===== src/rtl/audio_pkg.sv =====
// Shared types and constants for the audio sample feeder: FSM states,
// default sample width, debug counter width and a saturating increment.
package audio_pkg;
    localparam int DATA_W_DEF = 16;
    localparam int CNT_W      = 8;

    typedef enum logic [1:0] {
        ST_IDLE  = 2'd0,
        ST_START = 2'd1,
        ST_BUSY  = 2'd2
    } feed_state_e;

    function automatic logic [CNT_W-1:0] sat_inc(input logic [CNT_W-1:0] v);
        sat_inc = (v == {CNT_W{1'b1}}) ? v : v + CNT_W'(1);
    endfunction
endpackage


===== src/rtl/sample_fifo.sv =====
// Synchronous FIFO of stereo pairs with registered full/empty/level flags.
module sample_fifo
    import audio_pkg::*;
#(
    parameter int DEPTH = 16,
    parameter int WIDTH = 2 * DATA_W_DEF,
    localparam int AW   = $clog2(DEPTH)
) (
    input  logic             clk,
    input  logic             reset,
    input  logic             push,
    input  logic [WIDTH-1:0] wdata,
    input  logic             pop,
    output logic [WIDTH-1:0] rdata,
    output logic             full,
    output logic             empty,
    output logic [AW:0]      level
);
    localparam logic [AW:0] LVL_FULL = (AW+1)'(DEPTH);

    logic [WIDTH-1:0] mem_q [DEPTH];
    logic [AW-1:0]    wr_ptr_q;
    logic [AW-1:0]    rd_ptr_q;
    logic [AW:0]      level_q;
    logic [AW:0]      level_d;
    logic             full_q;
    logic             empty_q;
    logic             do_push_s;
    logic             do_pop_s;

    assign do_push_s = push && !full_q;
    assign do_pop_s  = pop && !empty_q;

    // Next occupancy; a simultaneous push and pop leaves it unchanged.
    always_comb begin
        level_d = level_q;
        if (do_push_s && !do_pop_s) begin
            level_d = level_q + (AW+1)'(1);
        end else if (!do_push_s && do_pop_s) begin
            level_d = level_q - (AW+1)'(1);
        end else begin
            level_d = level_q;
        end
    end

    // Pointers and flags; flags are registered from the next occupancy.
    always_ff @(posedge clk) begin
        if (reset) begin
            wr_ptr_q <= {AW{1'b0}};
            rd_ptr_q <= {AW{1'b0}};
            level_q  <= {(AW+1){1'b0}};
            full_q   <= 1'b0;
            empty_q  <= 1'b1;
        end else begin
            if (do_push_s) wr_ptr_q <= wr_ptr_q + AW'(1);
            if (do_pop_s)  rd_ptr_q <= rd_ptr_q + AW'(1);
            level_q <= level_d;
            full_q  <= (level_d == LVL_FULL);
            empty_q <= (level_d == {(AW+1){1'b0}});
        end
    end

    // Storage array, write port only.
    always_ff @(posedge clk) begin
        if (do_push_s) mem_q[wr_ptr_q] <= wdata;
    end

    assign rdata = mem_q[rd_ptr_q];
    assign full  = full_q;
    assign empty = empty_q;
    assign level = level_q;
endmodule


===== src/rtl/audio_sample_feeder.sv =====
// Paces stereo pairs from a FIFO into the DAC serial writer at a fixed
// sample rate, counting underruns and late ticks for debug.
module audio_sample_feeder
    import audio_pkg::*;
#(
    parameter int DEPTH  = 16,
    parameter int DIV    = 1024,
    parameter int DATA_W = DATA_W_DEF,
    localparam int LW    = $clog2(DEPTH) + 1,
    localparam int DW    = $clog2(DIV)
) (
    input  logic              clk,
    input  logic              reset,
    input  logic              enable,
    input  logic              in_valid,
    output logic              in_ready,
    input  logic [DATA_W-1:0] in_left,
    input  logic [DATA_W-1:0] in_right,
    input  logic              dac_ready,
    output logic              dac_start,
    output logic [DATA_W-1:0] dac_data_a,
    output logic [DATA_W-1:0] dac_data_b,
    output logic [LW-1:0]     fifo_level,
    output logic [CNT_W-1:0]  underrun_cnt,
    output logic [CNT_W-1:0]  late_cnt
);
    localparam logic [DW-1:0] DIV_LAST = DW'(DIV - 1);

    feed_state_e             state_q;
    logic [DW-1:0]           div_cnt_q;
    logic [DW-1:0]           div_cnt_d;
    logic                    start_q;
    logic [DATA_W-1:0]       data_a_q;
    logic [DATA_W-1:0]       data_b_q;
    logic [CNT_W-1:0]        underrun_q;
    logic [CNT_W-1:0]        late_q;
    logic                    tick_s;
    logic                    fifo_full_s;
    logic                    fifo_empty_s;
    logic                    push_s;
    logic                    pop_s;
    logic                    serve_s;
    logic                    late_s;
    logic [2*DATA_W-1:0]     fifo_rdata_s;

    assign tick_s  = enable && (div_cnt_q == DIV_LAST);
    assign serve_s = tick_s && (state_q == ST_IDLE) && dac_ready;
    assign pop_s   = serve_s && !fifo_empty_s;
    assign late_s  = tick_s && !serve_s;
    assign push_s  = in_valid && !fifo_full_s;

    sample_fifo #(
        .DEPTH (DEPTH),
        .WIDTH (2 * DATA_W)
    ) u_fifo (
        .clk   (clk),
        .reset (reset),
        .push  (push_s),
        .wdata ({in_left, in_right}),
        .pop   (pop_s),
        .rdata (fifo_rdata_s),
        .full  (fifo_full_s),
        .empty (fifo_empty_s),
        .level (fifo_level)
    );

    // Sample-rate divider; held at zero while disabled.
    always_comb begin
        div_cnt_d = div_cnt_q;
        if (!enable) begin
            div_cnt_d = {DW{1'b0}};
        end else if (div_cnt_q == DIV_LAST) begin
            div_cnt_d = {DW{1'b0}};
        end else begin
            div_cnt_d = div_cnt_q + DW'(1);
        end
    end

    // Writer handshake FSM with registered start/data and debug counters.
    always_ff @(posedge clk) begin
        if (reset) begin
            state_q    <= ST_IDLE;
            div_cnt_q  <= {DW{1'b0}};
            start_q    <= 1'b0;
            data_a_q   <= {DATA_W{1'b0}};
            data_b_q   <= {DATA_W{1'b0}};
            underrun_q <= {CNT_W{1'b0}};
            late_q     <= {CNT_W{1'b0}};
        end else begin
            div_cnt_q <= div_cnt_d;
            if (late_s) late_q <= sat_inc(late_q);
            case (state_q)
                ST_IDLE: begin
                    if (serve_s) begin
                        if (fifo_empty_s) begin
                            // Empty at tick: resend the held pair.
                            underrun_q <= sat_inc(underrun_q);
                        end else begin
                            data_a_q <= fifo_rdata_s[2*DATA_W-1:DATA_W];
                            data_b_q <= fifo_rdata_s[DATA_W-1:0];
                        end
                        start_q <= 1'b1;
                        state_q <= ST_START;
                    end
                end
                ST_START: begin
                    if (!dac_ready) begin
                        start_q <= 1'b0;
                        state_q <= ST_BUSY;
                    end
                end
                ST_BUSY: begin
                    if (dac_ready) state_q <= ST_IDLE;
                end
                default: begin
                    start_q <= 1'b0;
                    state_q <= ST_IDLE;
                end
            endcase
        end
    end

    assign in_ready     = !fifo_full_s;
    assign dac_start    = start_q;
    assign dac_data_a   = data_a_q;
    assign dac_data_b   = data_b_q;
    assign underrun_cnt = underrun_q;
    assign late_cnt     = late_q;
endmodule


===== config.mk =====
export PLATFORM = sky130hd
export DESIGN_NAME = audio_sample_feeder
export DESIGN_NICKNAME = d
export VERILOG_FILES = /design/src/rtl/audio_pkg.sv /design/src/rtl/sample_fifo.sv /design/src/rtl/audio_sample_feeder.sv
export SDC_FILE = /design/constraint.sdc
export NUM_CORES = 1
export LEC_CHECK = 0
export CAP_MARGIN = 20
export CORE_MARGIN = 2
export CORE_UTILIZATION = 60
export CTS_CLUSTER_SIZE = 25
export DETAILED_ROUTE_END_ITERATION = 10
export PLACE_DENSITY = 0.79
export SYNTH_ARGS = -nofsm -noshare
export SYNTH_HDL_FRONTEND = slang
export SYNTH_SLANG_ARGS = --single-unit
export TNS_END_PERCENT = 5

===== constraint.sdc =====
create_clock -name clk -period 5.4 [get_ports clk]
set_input_delay 0.54 -clock clk [delete_from_list [all_inputs] [get_ports clk]]
set_output_delay 0.54 -clock clk [all_outputs]
set_load 0.1 [all_outputs]

; Yosys cells after proc, flatten, opt, wreduce, memory -nomap -nowiden
; Memories as Yosys holds them, arrays and structs flattened. A register that Yosys moved wholly into a read port is not among the register bits.
; Cells that the tools add are included.
; Widths: inputs -> output; s select.
[classes]
shifts = 0
n_eq_ne = 9
n_reduce_logical = 23
n_div = 0
muxes = 11
magnitude_cmp = 0
add_sub_neg = 7
multipliers = 0
bitwise = 5
[ops]
columns = cell, n
row1 = $add 8x1->8 const B, 2
row2 = $eq 8x8->1 const B, 2
row3 = $add 10x1->10 const B, 1
row4 = $eq 10x10->1 const B, 1
row5 = $logic_and 1x1->1, 10
row6 = $mux 5, 2
row7 = $reduce_and 3->1, 3
row8 = $add 4x1->4 const B, 2
row9 = $mux 2, 3
row10 = $ne 2x2->1 const B, 3
row11 = $pmux 2 s3, 1
row12 = $add 5x1->5 const B, 1
row13 = $eq 5x5->1 const B, 1
row14 = $logic_not 1->1, 5
row15 = $logic_not 5->1, 1
row16 = $not 1->1, 5
row17 = $sub 5x1->5 const B, 1
row18 = $mux 1, 4
row19 = $reduce_and 4->1, 1
row20 = $pmux 1 s3, 1
row21 = $reduce_or 3->1, 1
row22 = $eq 2x1->1 const B, 1
row23 = $eq 2x2->1 const B, 1
row24 = $logic_not 2->1, 1
row25 = $reduce_and 2->1, 1
[word_totals]
wordCells = 66
rom_bits = 0
mem_count = 1
ff_bits = 44
latchBits = 0
output_inout_bits = 55
mem_bits_rw = 512
input_bits = 37
[memory_table]
columns = memory, words, word_bits, read_ports, rd_clocked_by_memory_dff, wr, line
row1 = u_fifo.mem_q, 16, 32, 1, 1, 1, sample_fifo.sv:21  ; logic [WIDTH-1:0] mem_q [DEPTH];

; Depth between registers and ports, before layout
[depth]
depth_word = 10
mapped_depth = 8
ltp_nobuf = 6

; By module
; From an unflattened synthesis, not the netlist that was laid out.
[unflattened]
cells_unflattened = 1151
hier_area_um2 = 23040.8
[modules_own_cells]
columns = mod, n_inst, area_each_um2, seq_area_each_um2, cells_each
row1 = sample_fifo, 1, 20265.7, 15755.1, 826
row2 = audio_sample_feeder, 1, 2775.2, 1221.2, 325

; Least setup slack after synthesis
; Ideal clock, no wire load.
[synth_path]
kind = input to register
start = input port in_valid
end = memory u_fifo.mem_q[3][0] (netlist bit), enable pin
t_arrival_ns = 3.295
path_slack_ns = 1.645
path_stages = 4
setup_ns = 0.461
required_ns = 4.939
n_path_buf = 1
path_cell_list = nor2b_1 clkbuf_1 nand2_1 nor3_1
[synth_between]
elab_chain_len = 4
[synth_lines]
columns = element, line
row1 = from (decl), audio_sample_feeder.sv:15  ; input logic in_valid,
row2 = $logic_and 1x1->1, audio_sample_feeder.sv:50  ; assign push_s = in_valid && !fifo_full_s;
row3 = $logic_and 1x1->1, sample_fifo.sv:31  ; assign do_push_s = push && !full_q;
row4 = $mux 1, sample_fifo.sv:65  ; if (do_push_s) mem_q[wr_ptr_q] <= wdata;
row5 = $mux 1 (not written as such), sample_fifo.sv:65
row6 = to (decl), sample_fifo.sv:21
; Every way passes these cells.

; Final worst setup path
[layout_path]
start = register u_fifo.level_q[0], in the netlist u_fifo.level[0]
end = output port fifo_level[0]
[layout_rtl]
columns = element, line
row1 = from (decl), sample_fifo.sv:24  ; logic [AW:0] level_q;
row2 = from (signal assigned), sample_fifo.sv:51  ; level_q <= {(AW+1){1'b0}};
row3 = from (signal assigned), sample_fifo.sv:57  ; level_q <= level_d;
row4 = to (decl), audio_sample_feeder.sv:23  ; output logic [LW-1:0] fifo_level,
; No word-level cell between the ends.

==> impl_metrics.py <==
metrics = {
    "status": {
        "outcome": "finished, final reports clean",
    },
    "critical_path": {
        "worstPathArrival_ns": 2.31,
        "path_cells": "clkdlybuf4s50_1",
        "critPathCaptureType": "output pin",
        "regToRegStartpoint": "u_fifo.rd_ptr_q[0]",
        "max_stage_delay_ns": 1.22,
        "path_buf_inv": 1,
        "cp-startpoint": "u_fifo.level[0]",
        "startpoint_type": "register",
        "critPathTopFamily": "buffers and inverters",
        "worstPathRequired_ns": 4.86,
        "path_class": "reg2out",
        "path_max_fanout": 8,
        "slowest_stage": "clkdlybuf4s50_1",
    },
    "global_route": {
        "grt_pass1_vias": 11680,
        "grt_pass1_wl_um": 70800,
        "grt_max_degree": 69,
        "antenna_found_initial": 0,
        "overflow": 0,
        "track_usage": 0.247,
    },
    "layout": {
        "drive_gt1_frac": 0.200,
        "ff_latch_area_mm2": 0.0169,
        "final_common_cell": "edfxtp_1",
        "area_delta_synth_final_pct": 16.2,
        "diodes": 0,
        "multi_input_area_mm2": 0.00531,
        "fillers": 2138,
        "fin_nets": 1348,
        "postLayoutCoreUtil": 0.708,
        "layout_common_cells": "edfxtp_1, mux4_2, nand2_1, clkdlybuf4s50_1, dfxtp_1",
    },
    "clocking": {
        "root_buffer": "clkbuf_16",
        "cts_buffer_depth": 3,
        "ctsResizeCount": 0,
        "clock_sinks": 588,
        "path_clk_slew_ns": 0.06,
        "cts_setup_buffers": 0,
        "cts_tree": "built",
        "postCtsHoldBufs": 0,
        "clk-insertion-delay-late_ns": 0.59,
        "cts_buffers": 56,
        "h-tree-depth": 2,
    },
    "yosys": {
        "yosys_register_bits": 588,
        "syn_area_per_cell_um2": 18.8,
        "synth_area_mm2": 0.0224,
        "syn_nets": 1238,
        "synth_warnings": 0,
        "yosys_most_used_dff": "edfxtp_1",
        "async_flop_share": 0,
        "synth_cells": 1191,
        "synth_enable_flop_cells": 512,
        "synthDistinctLibCells": 45,
        "synth_seq_area_share": 0.755,
    },
    "power_and_ir_drop": {
        "leakagePower_nw": 8.05,
        "peakVddDrop_mv": 0.283,
        "p_sw_frac": 0.200,
        "p_int_w": 0.00731,
        "power_frac_seq": 0.548,
        "p_comb_frac": 0.026,
        "p_clk_frac": 0.426,
        "cellPowerDensity_mw_per_mm2": 352,
        "p_switching_w": 0.00183,
        "finalPower_w": 0.00914,
    },
    "placed_design": {
        "dpl.hpwl_um": 24500,
        "portBuffers": 91,
        "routabilityCongestion": 0.792,
        "pre_cts_slack_ns": 2.16,
    },
    "routing": {
        "avgRoutedWirePerCell_um": 26.1,
        "vias": 11453,
        "dr.pass1.iters": 5,
        "ant_nets": 0,
        "drtIter0Drc": 915,
        "vias_per_cell": 6.31,
        "remaining_drc_errors": 0,
        "routed_wl_um": 47500,
    },
    "floorplan": {
        "ios": 92,
        "die-height_um": 197,
        "core_mm2": 0.0367,
        "fp.dieW_um": 197,
        "initial_core_util": 0.610,
        "fp.dieArea_mm2": 0.0389,
        "row_count": 70,
    },
    "sta": {
        "relSlewSlack": 0.254,
        "hold_slack_ns": 0.450,
        "achievable-frequency_mhz": 351,
        "fin_tns_setup_ns": 0,
        "fin_worst_skew_ns": 0.0147,
        "period_minus_slack_ns": 2.85,
        "hold_viol_final": 0,
        "finalCritPeriodShare": 0.528,
        "setup_violations": 0,
        "maxSlewViolCount": 0,
        "fin_ws_ns": 2.55,
        "rsz0062_at_grt": "no",
        "tightest_slew_ns": 1.12,
    },
    "min_path": {
        "hold_start": "dac_data_a[9]",
        "min_path_type": "reg2reg",
    },
    "job": {
        "cap_violations": 0,
    },
}
-- metrics by stage --
stage	cells	area, µm²
global placement	1701	23900
finish	1815	26000
detailed placement	1701	23900
CTS	1805	25700
global route	1815	26000
floorplan	1191	22400
-- cells in the mapped netlist, types with 11 or more instances --
master / n / area share
nand2_1: 119 / 0.020
nor2_1: 51 / 0.0086
dfxtp_1: 76 / 0.068
inv_1: 13 / 0.0022
a21oi_1: 39 / 0.0087
nor3_1: 11 / 0.0025
mux4_2: 128 / 0.13
xnor2_1: 23 / 0.0090
edfxtp_1: 512 / 0.69
nand3_1: 11 / 0.0025
clkbuf_1: 50 / 0.0084
a22oi_1: 64 / 0.021
nand4_1: 11 / 0.0031
-- sequential cells by signal (all words and copies together) (netlist names), 4 cells and up --
register,cells
u_fifo.mem_q,512
dac_data_a,16
dac_data_b,16
div_cnt_q,10
late_cnt,8
underrun_cnt,8
u_fifo.level,5
u_fifo.rd_ptr_q,4
u_fifo.wr_ptr_q,4
-- cells by family after synthesis --
group           count (synthesis)  synth area share
simple gates                  235            0.0479
flops                         588             0.755
buf+inv                        77            0.0138
fa+ha+maj                      10           0.00559
compound gates                117            0.0346
xor+xnor                       33            0.0129
mux                           131             0.130
-- path summary, 6_finish.rpt --
check	cells past startpoint	slack [ns]	end
hold / removal	2	0.45	dac_data_a[9]
setup reg to reg	6	2.72	dac_data_a[15]
setup / recovery	1	2.55	fifo_level[0]
hold reg to reg	2	0.45	dac_data_a[9]
-- per-layer routing --
| metal | share of wire | GRT usage | wire length, µm | up-vias |
|---|---|---|---|---|
| met2 | 0.52 | 0.421 | 24700 | 452 |
| met3 | 0.057 | 0.0360 | 2690 | 67 |
| met1 | 0.40 | 0.337 | 18900 | 5964 |
| met4 | 0.023 | 0.0752 | 1080 | 0 |
| li1 | - | - | - | 4970 |
| met5 | 0 | 0 | 0 | - |
-- power by group through the flow --
stage	clock [W]	combinational [W]	sequential, W
floorplan	0	0.0000955	0.00512
global placement	0	0.000228	0.00510
global route	0.00411	0.000263	0.00501
detailed placement	0	0.000238	0.00511
CTS	0.00394	0.000241	0.00501
finish	0.00389	0.000241	0.00501
-- layout make-up --
class	instances	share of cell area
clock buffers	77	0.0609
well taps	468	0.0225
inverters	13	0.00188
clock inverters	27	0.00953
flip-flops and latches	588	0.650
multi-input cells	526	0.204
repair buffers	116	0.0504
Note: power is estimated with default switching activity, not from simulation.
